[src/rtl/uart_frame_pkg.sv]
// Shared types and constants for the framed UART loader: frame and receiver
// state encodings, frame start marker and maximum payload length.
package uart_frame_pkg;

  typedef enum logic [3:0] {
    IDLE, SYNC, LEN_H, LEN_L, DATA, CHK, DONE, ERR, WAIT_LOW
  } frame_state_t;

  typedef enum logic [1:0] {
    RX_IDLE, RX_START, RX_DATA, RX_STOP
  } rx_state_t;

  localparam logic [7:0]  SYNC_BYTE = 8'hA5;
  localparam int unsigned MAX_LEN   = 2448;

endpackage

[src/rtl/uart_frame_loader_if.sv]
// Sequencer handshake and RAM write port of the frame loader.
// The loader side is master; the sequencer/RAM side is slave.
interface uart_frame_loader_if #(
  parameter int unsigned ADDR_W = 15
);
  logic              start;
  logic [7:0]        ram_din;
  logic [ADDR_W-1:0] ram_addr;
  logic              ram_we;
  logic              done;
  logic              err;
  logic [15:0]       rx_len;

  modport master (input start, output ram_din, ram_addr, ram_we, done, err, rx_len);
  modport slave  (output start, input ram_din, ram_addr, ram_we, done, err, rx_len);
endinterface

[src/rtl/uart_rx_byte.sv]
// 8N1 byte receiver: 2-FF input synchronizer, mid-bit sampling baud counter
// and LSB-first shifter. byte_valid pulses one cycle after the stop sample.
module uart_rx_byte #(
  parameter int unsigned CLKS_PER_BIT = 434
) (
  input  logic       sys_clk,
  input  logic       sys_rst_n,
  input  logic       rxd,
  output logic       byte_valid,
  output logic [7:0] byte_data,
  output logic       frame_ok
);
  import uart_frame_pkg::*;

  localparam int unsigned HALF = CLKS_PER_BIT / 2;
  localparam int unsigned CW   = $clog2(CLKS_PER_BIT + 1);

  rx_state_t      state;
  logic [1:0]     sync_ff;
  logic           rx;
  logic           rx_prev;
  logic [CW-1:0]  cnt;
  logic [2:0]     bit_idx;
  logic [7:0]     shreg;

  assign rx = sync_ff[1];

  always_ff @(posedge sys_clk or negedge sys_rst_n) begin
    if (!sys_rst_n) begin
      sync_ff    <= '1;
      rx_prev    <= 1'b1;
      state      <= RX_IDLE;
      cnt        <= '0;
      bit_idx    <= '0;
      shreg      <= '0;
      byte_valid <= 1'b0;
      byte_data  <= '0;
      frame_ok   <= 1'b0;
    end else begin
      sync_ff    <= {sync_ff[0], rxd};
      rx_prev    <= rx;
      byte_valid <= 1'b0;
      case (state)
        RX_IDLE: begin
          if (rx_prev && !rx) begin
            state <= RX_START;
            cnt   <= '0;
          end
        end
        RX_START: begin
          // Half-bit recheck: a line already high again was a glitch.
          if (cnt == CW'(HALF - 1)) begin
            cnt     <= '0;
            bit_idx <= '0;
            state   <= rx ? RX_IDLE : RX_DATA;
          end else begin
            cnt <= cnt + 1'b1;
          end
        end
        RX_DATA: begin
          if (cnt == CW'(CLKS_PER_BIT - 1)) begin
            cnt   <= '0;
            shreg <= {rx, shreg[7:1]};
            if (bit_idx == 3'd7) state <= RX_STOP;
            else bit_idx <= bit_idx + 1'b1;
          end else begin
            cnt <= cnt + 1'b1;
          end
        end
        RX_STOP: begin
          if (cnt == CW'(CLKS_PER_BIT - 1)) begin
            cnt        <= '0;
            byte_valid <= 1'b1;
            byte_data  <= shreg;
            frame_ok   <= rx;
            state      <= RX_IDLE;
          end else begin
            cnt <= cnt + 1'b1;
          end
        end
        default: state <= RX_IDLE;
      endcase
    end
  end

endmodule

[src/rtl/uart_frame_loader.sv]
// Framed UART loader: SYNC, big-endian length, payload written to RAM at
// consecutive addresses, XOR checksum; reports done/err to the sequencer.
module uart_frame_loader #(
  parameter int unsigned CLK_FREQ  = 50_000_000,
  parameter int unsigned BAUD      = 115200,
  parameter int unsigned ADDR_W    = 15,
  parameter int unsigned MAX_LEN   = uart_frame_pkg::MAX_LEN,
  parameter logic [7:0]  SYNC_BYTE = uart_frame_pkg::SYNC_BYTE
) (
  input  logic                sys_clk,
  input  logic                sys_rst_n,
  input  logic                uart_rxd,
  uart_frame_loader_if.master bus
);
  import uart_frame_pkg::*;

  localparam int unsigned CLKS_PER_BIT = CLK_FREQ / BAUD;

  frame_state_t      state;
  logic              byte_valid;
  logic [7:0]        byte_data;
  logic              frame_ok;
  logic [7:0]        len_hi;
  logic [15:0]       len_w;
  logic [15:0]       rx_len_q;
  logic [ADDR_W-1:0] idx;
  logic [7:0]        chk;
  logic              last_byte;
  logic [7:0]        ram_din_q;
  logic [ADDR_W-1:0] ram_addr_q;
  logic              ram_we_q;
  logic              done_q;
  logic              err_q;

  uart_rx_byte #(.CLKS_PER_BIT(CLKS_PER_BIT)) u_rx (
    .sys_clk    (sys_clk),
    .sys_rst_n  (sys_rst_n),
    .rxd        (uart_rxd),
    .byte_valid (byte_valid),
    .byte_data  (byte_data),
    .frame_ok   (frame_ok)
  );

  assign len_w     = {len_hi, byte_data};
  assign last_byte = (16'(idx) == rx_len_q - 16'd1);

  always_ff @(posedge sys_clk or negedge sys_rst_n) begin
    if (!sys_rst_n) begin
      state      <= IDLE;
      len_hi     <= '0;
      rx_len_q   <= '0;
      idx        <= '0;
      chk        <= '0;
      ram_din_q  <= '0;
      ram_addr_q <= '0;
      ram_we_q   <= 1'b0;
      done_q     <= 1'b0;
      err_q      <= 1'b0;
    end else begin
      ram_we_q <= 1'b0;
      done_q   <= 1'b0;
      err_q    <= 1'b0;
      // Losing start mid-frame takes priority over any byte arriving that cycle.
      if (!bus.start && (state inside {SYNC, LEN_H, LEN_L, DATA, CHK})) begin
        state <= IDLE;
      end else begin
        case (state)
          IDLE: if (bus.start) state <= SYNC;
          SYNC: begin
            if (byte_valid && frame_ok && byte_data == SYNC_BYTE) state <= LEN_H;
          end
          LEN_H: begin
            if (byte_valid) begin
              if (!frame_ok) begin
                state <= ERR; done_q <= 1'b1; err_q <= 1'b1;
              end else begin
                len_hi <= byte_data;
                state  <= LEN_L;
              end
            end
          end
          LEN_L: begin
            if (byte_valid) begin
              if (!frame_ok) begin
                state <= ERR; done_q <= 1'b1; err_q <= 1'b1;
              end else begin
                rx_len_q <= len_w;
                if (len_w == 16'd0 || len_w > 16'(MAX_LEN)) begin
                  state <= ERR; done_q <= 1'b1; err_q <= 1'b1;
                end else begin
                  chk   <= '0;
                  idx   <= '0;
                  state <= DATA;
                end
              end
            end
          end
          DATA: begin
            if (byte_valid) begin
              if (!frame_ok) begin
                state <= ERR; done_q <= 1'b1; err_q <= 1'b1;
              end else begin
                ram_din_q  <= byte_data;
                ram_addr_q <= idx;
                ram_we_q   <= 1'b1;
                chk        <= chk ^ byte_data;
                if (last_byte) state <= CHK;
                else idx <= idx + 1'b1;
              end
            end
          end
          CHK: begin
            if (byte_valid) begin
              done_q <= 1'b1;
              if (frame_ok && byte_data == chk) begin
                state <= DONE;
              end else begin
                state <= ERR;
                err_q <= 1'b1;
              end
            end
          end
          DONE, ERR: state <= WAIT_LOW;
          WAIT_LOW:  if (!bus.start) state <= IDLE;
          default:   state <= IDLE;
        endcase
      end
    end
  end

  assign bus.ram_din  = ram_din_q;
  assign bus.ram_addr = ram_addr_q;
  assign bus.ram_we   = ram_we_q;
  assign bus.done     = done_q;
  assign bus.err      = err_q;
  assign bus.rx_len   = rx_len_q;

endmodule

[src/flat_wrapper.sv]
// flat-port wrapper written by rule: the top's interface ports become plain ports
module uart_frame_loader_flat import uart_frame_pkg::*;
#(
  parameter int unsigned CLK_FREQ  = 50_000_000,
  parameter int unsigned BAUD      = 115200,
  parameter int unsigned ADDR_W    = 15,
  parameter int unsigned MAX_LEN   = uart_frame_pkg::MAX_LEN,
  parameter logic [7:0]  SYNC_BYTE = uart_frame_pkg::SYNC_BYTE
)
  (sys_clk, sys_rst_n, uart_rxd, bus_start, bus_ram_din, bus_ram_addr, bus_ram_we, bus_done, bus_err, bus_rx_len);
  uart_frame_loader_if #(.ADDR_W(ADDR_W)) bus_i ();
  input  logic sys_clk;
  input  logic sys_rst_n;
  input  logic uart_rxd;
  input wire logic [$bits(bus_i.start)-1:0] bus_start;
  output wire logic [$bits(bus_i.ram_din)-1:0] bus_ram_din;
  output wire logic [$bits(bus_i.ram_addr)-1:0] bus_ram_addr;
  output wire logic [$bits(bus_i.ram_we)-1:0] bus_ram_we;
  output wire logic [$bits(bus_i.done)-1:0] bus_done;
  output wire logic [$bits(bus_i.err)-1:0] bus_err;
  output wire logic [$bits(bus_i.rx_len)-1:0] bus_rx_len;
  assign bus_i.start = bus_start;
  assign bus_ram_din = bus_i.ram_din;
  assign bus_ram_addr = bus_i.ram_addr;
  assign bus_ram_we = bus_i.ram_we;
  assign bus_done = bus_i.done;
  assign bus_err = bus_i.err;
  assign bus_rx_len = bus_i.rx_len;
  uart_frame_loader #(.CLK_FREQ(CLK_FREQ), .BAUD(BAUD), .ADDR_W(ADDR_W), .MAX_LEN(MAX_LEN), .SYNC_BYTE(SYNC_BYTE)) u_core (.sys_clk(sys_clk), .sys_rst_n(sys_rst_n), .uart_rxd(uart_rxd), .bus(bus_i));
endmodule
[config.mk]
export PLATFORM = sky130hd
export DESIGN_NAME = uart_frame_loader_flat
export DESIGN_NICKNAME = d
export VERILOG_FILES = /design/src/rtl/uart_frame_pkg.sv /design/src/rtl/uart_frame_loader_if.sv /design/src/rtl/uart_rx_byte.sv /design/src/rtl/uart_frame_loader.sv /design/src/flat_wrapper.sv
export SDC_FILE = /design/constraint.sdc
export NUM_CORES = 1
export LEC_CHECK = 0
export ABC_AREA = 1
export BUFFER_PORTS_ARGS = -buffer_cell sky130_fd_sc_hd__buf_4
export CORE_MARGIN = 1
export CORE_UTILIZATION = 40
export DETAILED_ROUTE_END_ITERATION = 8
export PLACE_DENSITY = 0.56
export RECOVER_POWER = 50
export SLEW_MARGIN = 20
export SYNTH_ARGS = -nofsm -noshare
export SYNTH_HDL_FRONTEND = slang
export SYNTH_SLANG_ARGS = --single-unit
[constraint.sdc]
create_clock -name sys_clk -period 2.35 [get_ports sys_clk]
set_input_delay 0.1175 -clock sys_clk [delete_from_list [all_inputs] [get_ports sys_clk]]
set_output_delay 0.1175 -clock sys_clk [all_outputs]
set_load 0.02 [all_outputs]
==> metrics.md, run 1 <==
| Metric | Value |
|---|---|
| Clock root buffer master | `sky130_fd_sc_hd__clkbuf_16` |
| Via count of the first global-routing pass | `4955` |
| Final hold violation count | `0` |
| EDFF count, synth | `0` |
| Worst hold endpoint | `u_core.bus.err` |
| Power density relative to cell area | `670 nW/µm²` |
| TritonCTS Buffers | `9` |
| GR Util All Layers | `0.199` |
| Half-perimeter wire length after detailed placement | `11000 µm` |
| Floorplan core area | `between 10000 and 15000 µm²` |
| Xor/xnor share of the synthesized area | `0.0583` |
| Setup total negative slack | `0 ns` |
| Rel. slew slack | `0.324` |
| Final weighted congestion of routability-driven global placement | `0.871` |
| Slew at the pin closest to its max-slew limit | `1.01 ns` |
| Sequential-to-total area share from yosys stat | `0.467` |
| Most frequent cells after synthesis | `235 x sky130_fd_sc_hd__nand2_1, 109 x sky130_fd_sc_hd__dfrtp_1, 96 x sky130_fd_sc_hd__inv_1, 81 x sky130_fd_sc_hd__nor2_1, 60 x sky130_fd_sc_hd__o21ai_0` |
| H-tree level count | `3` |
| Run status | `finished clean` |
| Crit path arrival time | `~2.4 ns` |
| Adder and majority gate portion of the synthesized area | `0.0146` |
| Cells taking the most area after synthesis | `sky130_fd_sc_hd__dfrtp_1 45%, sky130_fd_sc_hd__nand2_1 15%, sky130_fd_sc_hd__inv_1 6.0%` |
| Peak Freq | `463 MHz` |
| Detailed router's first-iteration violation count | `between 300 and 400` |
| Clk pin slew, worst setup/hold paths | `0.09 ns` |
| DP Area | `around 6600 µm²` |
| Simple-gate area share of the yosys netlist | `0.284` |
| Syn Nets | `just under 800` |
| Most used flip-flop cell after synthesis | `sky130_fd_sc_hd__dfrtp_1` |
| Number of violations of the max-capacitance limit | `0` |
| Tcrit/Tclk final | `0.919` |
| Std cell rows | `44` |
| Post-synthesis async set-or-reset flop share | `1.00` |
| Growth of design area from synthesis to finish | `13.9%` |
| Count of boundary I/O pins | `46` |
| Die width | `125 µm` |
| Clock tree from TritonCTS | `built` |
| Initial Utilization | `0.412` |
| Final number of max-transition violations | `0` |
| Number of antenna violations at the first check in global routing | `0` |
| Wire length reported by the detailed router | `approximately 15000 µm` |
| First-pass GRT wire length | `24800 µm` |
| Total via count after detailed routing | `between 5000 and 6000` |
| Class of the most critical setup path | `flip-flop to flip-flop` |
| Type of destination of the critical path | `flip-flop` |
| Port buffer count | `45` |
| Worst reg-to-reg setup slack | `0.19 ns` |
| Worst Reg2Reg Path Length in Cells | `13` |
| Synthesized area per cell | `7.65 µm²` |
| Sinks on Clock Net | `112` |
| Type of element launching the critical path | `flip-flop` |
| Die height | `between 100 and 150 µm` |
| Synth Area in Compound Gates | `0.0931` |
| Clock insertion delay at the later pin of the skew report | `~0.37 ns` |
| Number of nets in the finished design | `850` |
| Biggest fanout along the worst timing path | `8` |
| Overall power of the completed layout | `4580 µW` |
| Synthesized area | `around 6000 µm²` |
| Tightest Hold Check Type | `input pin to flip-flop` |
| Core occupancy in the finished layout | `0.469` |
| Cells after synthesis | `between 700 and 800` |
| Startpoint of the tightest hold check path | `bus_start` |
| Cells on Worst Hold Path | `3` |
| Maximum vdd drop | `0.000424 V` |
| Final Setup Violations | `0` |
| Worst flop-to-flop path endpoint | `u_core.idx[11]` |
| DRC viols | `0` |
| Clock skew | `around 0.014 ns` |
| First-pass iteration count of the detailed router | `7` |
| Largest net degree at the start of global routing | `54` |
| Unrepaired setup endpoints after global routing | `true` |
| Mux contribution to synthesized area | `0.00188` |
| Finished Cell Area | `6840 µm²` |
| Layout cell share with drive strength beyond 1 | `0.0960` |
| Unique masters post-synth | `35` |
| Cell taking the most area after synthesis | `sky130_fd_sc_hd__dfrtp_1` |
| Leak pwr | `0.00336 µW` |
| Count of antenna diodes in the layout | `0` |
| Detail Route Antenna Nets | `0` |
| Overflow after GRT | `0` |
| Reg-to-Reg Start | `u_core.bus.rx_len[0]` |
| Synthesized flop and latch total | `between 100 and 150` |
| Buffers from clock root to sink, at most | `2` |
| Via/cell ratio | `4.97` |
| Total die area | `15500 µm²` |
| Most numerous cell in the Yosys netlist | `sky130_fd_sc_hd__nand2_1` |
| Largest family of logic cells by synthesized area | `simple AND/OR/NAND/NOR gates` |
| Yosys warning total | `0` |
| Area share of the largest cell type after synthesis | `0.454` |
| Required time worst endpoint | `2.60 ns` |
| Average wire length per cell after detail routing | `14.3 µm` |
| Clock period minus worst slack | `approximately 2.2 ns` |
[state kept, by name, summed over array words and instances, names as in the netlist, 2 cells and up, named ones only]
name	flops
u_core.bus.rx_len	16
u_core.bus.ram_addr	15
u_core.idx	15
u_core.u_rx.cnt	9
u_core.bus.ram_din	8
u_core.chk	8
u_core.len_hi	8
u_core.u_rx.byte_data	8
u_core.u_rx.shreg	8
u_core.state	4
u_core.u_rx.bit_idx	3
u_core.u_rx.sync_ff	2
[metrics by stage]
stage,hold slack [ns],setup slack [ns],std cells
6_report,0.0963,0.191,1028
5_1_grt,0.0970,-0.00516,1028
4_1_cts,0.0869,0.0693,1026
3_5_place_dp,0.142,0.0812,1008
3_3_place_gp,0.134,0.0704,1008
2_1_floorplan,-0.178,0.324,785
[worst max path at each step]
stage                                   startpoint                 endpoint  slack (ns)
final                         u_core.bus.rx_len[0]           u_core.idx[11]        0.19
after floorplan               u_core.bus.rx_len[0]           u_core.idx[10]        0.32
after CTS                 u_core.u_rx.byte_data[3]            u_core.idx[4]        0.07
after global placement        u_core.bus.rx_len[0]            u_core.idx[5]        0.07
after global routing               u_core.state[0]  u_core.bus.ram_addr[13]      -0.005
after detailed placement  u_core.u_rx.byte_data[3]            u_core.idx[4]        0.08
[cells in the final DEF, fill, tap and decap left out, types with 3 or more instances in the layout]
cell type                   count
sky130_fd_sc_hd__a21oi_1       10
sky130_fd_sc_hd__a32o_1         3
sky130_fd_sc_hd__buf_4         30
sky130_fd_sc_hd__clkbuf_1      29
sky130_fd_sc_hd__clkbuf_16      9
sky130_fd_sc_hd__dfrtp_1      108
sky130_fd_sc_hd__ha_1           6
sky130_fd_sc_hd__inv_1         96
sky130_fd_sc_hd__inv_2          4
sky130_fd_sc_hd__nand2_1      232
sky130_fd_sc_hd__nand2_2        5
sky130_fd_sc_hd__nand3_1       32
sky130_fd_sc_hd__nand4_1       20
sky130_fd_sc_hd__nor2_1        80
sky130_fd_sc_hd__nor2_2         8
sky130_fd_sc_hd__nor2_4         4
sky130_fd_sc_hd__nor3_1        11
sky130_fd_sc_hd__nor4_1         3
sky130_fd_sc_hd__o21ai_0       60
sky130_fd_sc_hd__o21ai_1       14
sky130_fd_sc_hd__o22ai_1        8
sky130_fd_sc_hd__xnor2_1       11
sky130_fd_sc_hd__xor2_1        29
[what timing repair did]
item | in CTS | in global routing
setup endpoints to repair | 0 | 23
buffers inserted | 0 | 2
gates resized for setup | 0 | 10
hold endpoints to repair | 39 | 0
hold buffers | 2 | 0
[power by group]
| part | switching, µW | internal, µW | total, µW |
|---|---|---|---|
| Sequential | 110 | 2020 | 2130 |
| Combinational | 635 | 291 | 926 |
| Clock | 774 | 752 | 1530 |
[worst max-delay path: stages, from the launching register on]
cell and delay, ns:
sky130_fd_sc_hd__dfrtp_2 0.44, sky130_fd_sc_hd__inv_1 0.10, sky130_fd_sc_hd__ha_2 0.21, sky130_fd_sc_hd__inv_1 0.06, sky130_fd_sc_hd__nor2_1 0.10, sky130_fd_sc_hd__nand2_1 0.09
sky130_fd_sc_hd__nand2_1 0.08, sky130_fd_sc_hd__xor2_1 0.16, sky130_fd_sc_hd__nand3b_1 0.17, sky130_fd_sc_hd__nor2_4 0.19, sky130_fd_sc_hd__nand3_4 0.12, sky130_fd_sc_hd__buf_4 0.19
sky130_fd_sc_hd__nand4_1 0.07, sky130_fd_sc_hd__nand2_1 0.06
[cells by family after synthesis]
logic type               Yosys count
buffers and inverters            122
AND/OR/NAND/NOR                  401
AO/OA/AOI/OAI                    102
XOR/XNOR                          40
flip-flops                       112
adder cells (fa/ha/maj)            7
multiplexers                       1
[per-layer routing]
metal	routed length [µm]	track usage
met2	7180	0.337
met5	0	0
met1	6760	0.258
met4	204	0.0560
met3	524	0.0391
[cell type report]
class | instances | area (µm²)
Clock buffer | 9 | 225
Tap cell | 184 | 230
Multi-Input combinational cell | 551 | 2750
Fill cell | 1491 | 7750
Clock inverter | 7 | 70.1
Inverter | 100 | 375
Sequential cell | 112 | 2810
Timing Repair Buffer | 65 | 379
Note: power is estimated with default switching activity, not from simulation.
==> run 2, diff against run 1 <==
--- a/config.mk
+++ b/config.mk
@@ -5,7 +5,6 @@
 export SDC_FILE = /design/constraint.sdc
 export NUM_CORES = 1
 export LEC_CHECK = 0
-export ABC_AREA = 1
 export BUFFER_PORTS_ARGS = -buffer_cell sky130_fd_sc_hd__buf_4
 export CORE_MARGIN = 1
 export CORE_UTILIZATION = 40
==> run 2 against run 1 <==
  * The flow now finishes with violations (negative setup slack)
  * Clock-buffer cell count unchanged
  * Global-route usage grew 1.2 points
  * Non-clock buffer count increased by 46
  * Fmax is 17% lower
  * Core utilization up 3.8 points
  * Clock power increased by 6%
==> metrics.md, run 2 <==
| Metric | Value |
|---|---|
| Die width | `~120 µm` |
| Post-route setup slack | `-0.249 ns` |
| Switching component of the power | `1530 µW` |
| Biggest fanout along the worst timing path | `8` |
| Count of placed standard cells in the final layout, fillers left out | `869` |
| Tightest Hold Check Type | `input pin to flip-flop` |
| Internal Dissipation | `~3200 µW` |
| Hold Worst Slack | `0.0447 ns` |
| Rel. slew slack | `0.347` |
| First-pass iteration count of the detailed router | `4` |
| Filler Cell Count | `1313` |
| Sinks on Clock Net | `112` |
| Detail Route Antenna Nets | `0` |
| Most used flip-flop cell after synthesis | `sky130_fd_sc_hd__dfrtp_1` |
| Multi-input gate area in the final layout | `2850 µm²` |
| Run status | `complete, but fails checks` |
| Number of antenna violations at the first check in global routing | `0` |
| Cells traversed along the worst timing path | `inv_2, ha_4, or4b_4, nor3b_1, o41ai_2, nor3_4, a31o_4, o21ai_1, o41ai_1` |
| Leak pwr | `between 0.003 and 0.004 µW` |
| Post-synthesis async set-or-reset flop share | `1.00` |
| Portion of total power attributed to combinational logic | `0.184` |
| Clk pin slew, worst setup/hold paths | `roughly 0.080 ns` |
| Half-perimeter wire length after detailed placement | `10400 µm` |
| Via count of the first global-routing pass | `4592` |
| Cell taking the most area after synthesis | `sky130_fd_sc_hd__dfrtp_1` |
| Count of antenna diodes in the layout | `0` |
| Peak Freq | `385 MHz` |
| Power density relative to cell area | `about 670 nW/µm²` |
| Count of boundary I/O pins | `46` |
| Finished Cell Area | `7030 µm²` |
| Syn Nets | `607` |
| Worst path slowest cell | `sky130_fd_sc_hd__or4b_4` |
| Layout cell share with drive strength beyond 1 | `0.244` |
| Floorplan core area | `13900 µm²` |
| Total via count after detailed routing | `4791` |
| Worst Reg2Reg Path Length in Cells | `9` |
| Tcrit/Tclk final | `1.11` |
| Required time worst endpoint | `2.60 ns` |
| Number of violations of the max-capacitance limit | `0` |
| Area taken by flip-flops and latches | `2810 µm²` |
| Crit path arrival time | `2.85 ns` |
| H-tree level count | `3` |
| Total die area | `14700 µm²` |
| Final weighted congestion of routability-driven global placement | `0.872` |
| Largest net degree at the start of global routing | `52` |
| Final Setup Violations | `16` |
| Sequential-to-total area share from yosys stat | `0.493` |
| Die height | `121 µm` |
| Initial Utilization | `0.410` |
| Most numerous cell in the Yosys netlist | `sky130_fd_sc_hd__dfrtp_1` |
| Number of nets in the finished design | `695` |
| Overflow after GRT | `0` |
| Synthesized area | `5690 µm²` |
| Slew at the pin closest to its max-slew limit | `0.979 ns` |
| Final hold violation count | `0` |
| Clock period minus worst slack | `2.60 ns` |
| Cells taking the most area after synthesis | `sky130_fd_sc_hd__dfrtp_1 48%, sky130_fd_sc_hd__mux2_2 6.9%, sky130_fd_sc_hd__nand2_1 6.8%` |
| TritonCTS Buffers | `9` |
| Type of element launching the critical path | `flip-flop` |
| First-pass GRT wire length | `~24000 µm` |
| Port buffer count | `45` |
| Post-Place Cells | `844` |
| Peak per-stage delay on the critical path | `~0.52 ns` |
| Sequential power share | `0.472` |
| EDFF count, synth | `0` |
| Cells on Worst Hold Path | `3` |
| Clock insertion delay at the later pin of the skew report | `0.37 ns` |
| Buffers & Inverters on Critical Path | `1` |
| Final number of max-transition violations | `0` |
| Maximum vdd drop | `0.000381 V` |
| DRC viols | `0` |
| Unrepaired setup endpoints after global routing | `true` |
| Class of the most critical setup path | `flip-flop to flip-flop` |
| GR Util All Layers | `0.211` |
| Area share of the largest cell type after synthesis | `0.479` |
| Via/cell ratio | `5.51` |
| Leading cell types in the layout, fill and taps excluded | `106 x sky130_fd_sc_hd__dfrtp_1, 103 x sky130_fd_sc_hd__nand2_1, 74 x sky130_fd_sc_hd__buf_4` |
| Switching part of the total | `0.323` |
| Unique masters post-synth | `58` |
| Detailed router's first-iteration violation count | `336` |
| DP Area | `6610 µm²` |
| Type of destination of the critical path | `flip-flop` |
| Synthesized area per cell | `around 9.6 µm²` |
| Std cell rows | `43` |
| Clock skew | `0.0145 ns` |
| Synthesized flop and latch total | `112` |
| Growth of design area from synthesis to finish | `23.4%` |
| Wire length reported by the detailed router | `between 15000 and 20000 µm` |
| Leading cell type in the layout, fill and taps excluded | `sky130_fd_sc_hd__dfrtp_1` |
| Most frequent cells after synthesis | `109 x sky130_fd_sc_hd__dfrtp_1, 103 x sky130_fd_sc_hd__nand2_1, 64 x sky130_fd_sc_hd__o21ai_0, 35 x sky130_fd_sc_hd__mux2_2, 32 x sky130_fd_sc_hd__nor2_1` |
| Average wire length per cell after detail routing | `17.4 µm` |
| Clock tree from TritonCTS | `built` |
| Flip-flop count of the largest register after layout | `16` |
| Buffers from clock root to sink, at most | `2` |
| Clock root buffer master | `sky130_fd_sc_hd__clkbuf_16` |
| Path length in cells of the critical path | `9` |
| Clock power frac | `0.344` |
| Cells after synthesis | `596` |
| Failing checks | `negative setup slack` |
| Crit path max-delay family | `simple AND/OR/NAND/NOR gates` |
| Yosys warning total | `0` |
-- run 2: changes by cell type after synthesis, sizes merged, moves of 10 or more --
cell / delta
inv: -87
nand3: -19
a21oi: +12
xor2: -16
nand4: -10
clkbuf: +13
mux2: +34
nor2: -60
nand2: -133
-- run 2: power groups by stage --
| stage | logic [µW] | registers (µW) | clock network [µW] |
|---|---|---|---|
| 6_report | 870 | 2230 | 1620 |
| 5_1_grt | 995 | 2260 | 1720 |
| 4_1_cts | 863 | 2230 | 1660 |
| 3_5_place_dp | 833 | 2260 | 0 |
| 3_3_place_gp | 813 | 2260 | 0 |
| 2_1_floorplan | 627 | 2180 | 0 |
-- run 2: path summary, 6_finish.rpt --
check | end | slack, ns | start
min in group asynchronous | u_core.bus.ram_addr[6] | 0.43 | sys_rst_n
setup / recovery | u_core.idx[5] | -0.25 | u_core.bus.rx_len[0]
hold reg to reg | u_core.u_rx.sync_ff[1] | 0.37 | u_core.u_rx.sync_ff[0]
setup reg to reg | u_core.idx[5] | -0.25 | u_core.bus.rx_len[0]
max in group asynchronous | u_core.u_rx.byte_valid | 0.61 | sys_rst_n
hold / removal | u_core.bus.err | 0.04 | bus_start
-- run 2: per-layer routing --
| metal | vias up | track usage | wire (µm) |
|---|---|---|---|
| li1 | 2283 | - | - |
| met1 | 2396 | 0.283 | 6840 |
| met2 | 94 | 0.340 | 7490 |
| met3 | 18 | 0.0291 | 484 |
| met4 | 0 | 0.0934 | 311 |
| met5 | - | 0 | 0 |
-- run 2: kinds of logic (layout without fill, tap and decap cells) --
family	after synthesis	after routing	share of synthesized area
buf+inv	48	140	0.0360
simple gates	228	228	0.199
flops	112	112	0.493
fa+ha+maj	7	7	0.0154
mux	36	36	0.0710
xor+xnor	30	30	0.0462
compound gates	135	136	0.140
-- run 2: worst min-delay path, delay by kind of cell --
kind | cells | cell delay (ns)
and+or+nand+nor | 1 | 0.08
AOI/OAI and AO/OA | 1 | 0.04
buffers and inverters | 1 | 0.14
-- run 2: repair_timing --
action | CTS | global route
setup buffers | 2 | 5
gates cloned | 1 | 0
pin swaps | 12 | 8
endpoints found under the hold margin | 36 | 0
hold buffers | 2 | 0
resized for setup | 21 | 15
setup endpoints to repair | 16 | 24
-- run 2: per-stage QoR --
step,util,TNS [ns],worst slack [ns],total power (µW)
floorplan,-,-1.44,-0.150,2810
global placement,0.476,-1.73,-0.326,3080
detailed placement,0.476,-3.07,-0.278,3100
CTS,0.507,-0.987,-0.0873,4740
global route,0.506,-4.47,-0.314,4980
finish,0.506,-3.35,-0.249,4720
-- run 2: final cells by class --
class                   count  share of cell area
well taps                 180              0.0321
clock buffers               9              0.0321
repair buffers            111               0.110
clock inverters             7              0.0128
inverters                  13             0.00694
flip-flops and latches    112               0.400
multi-input cells         437               0.406
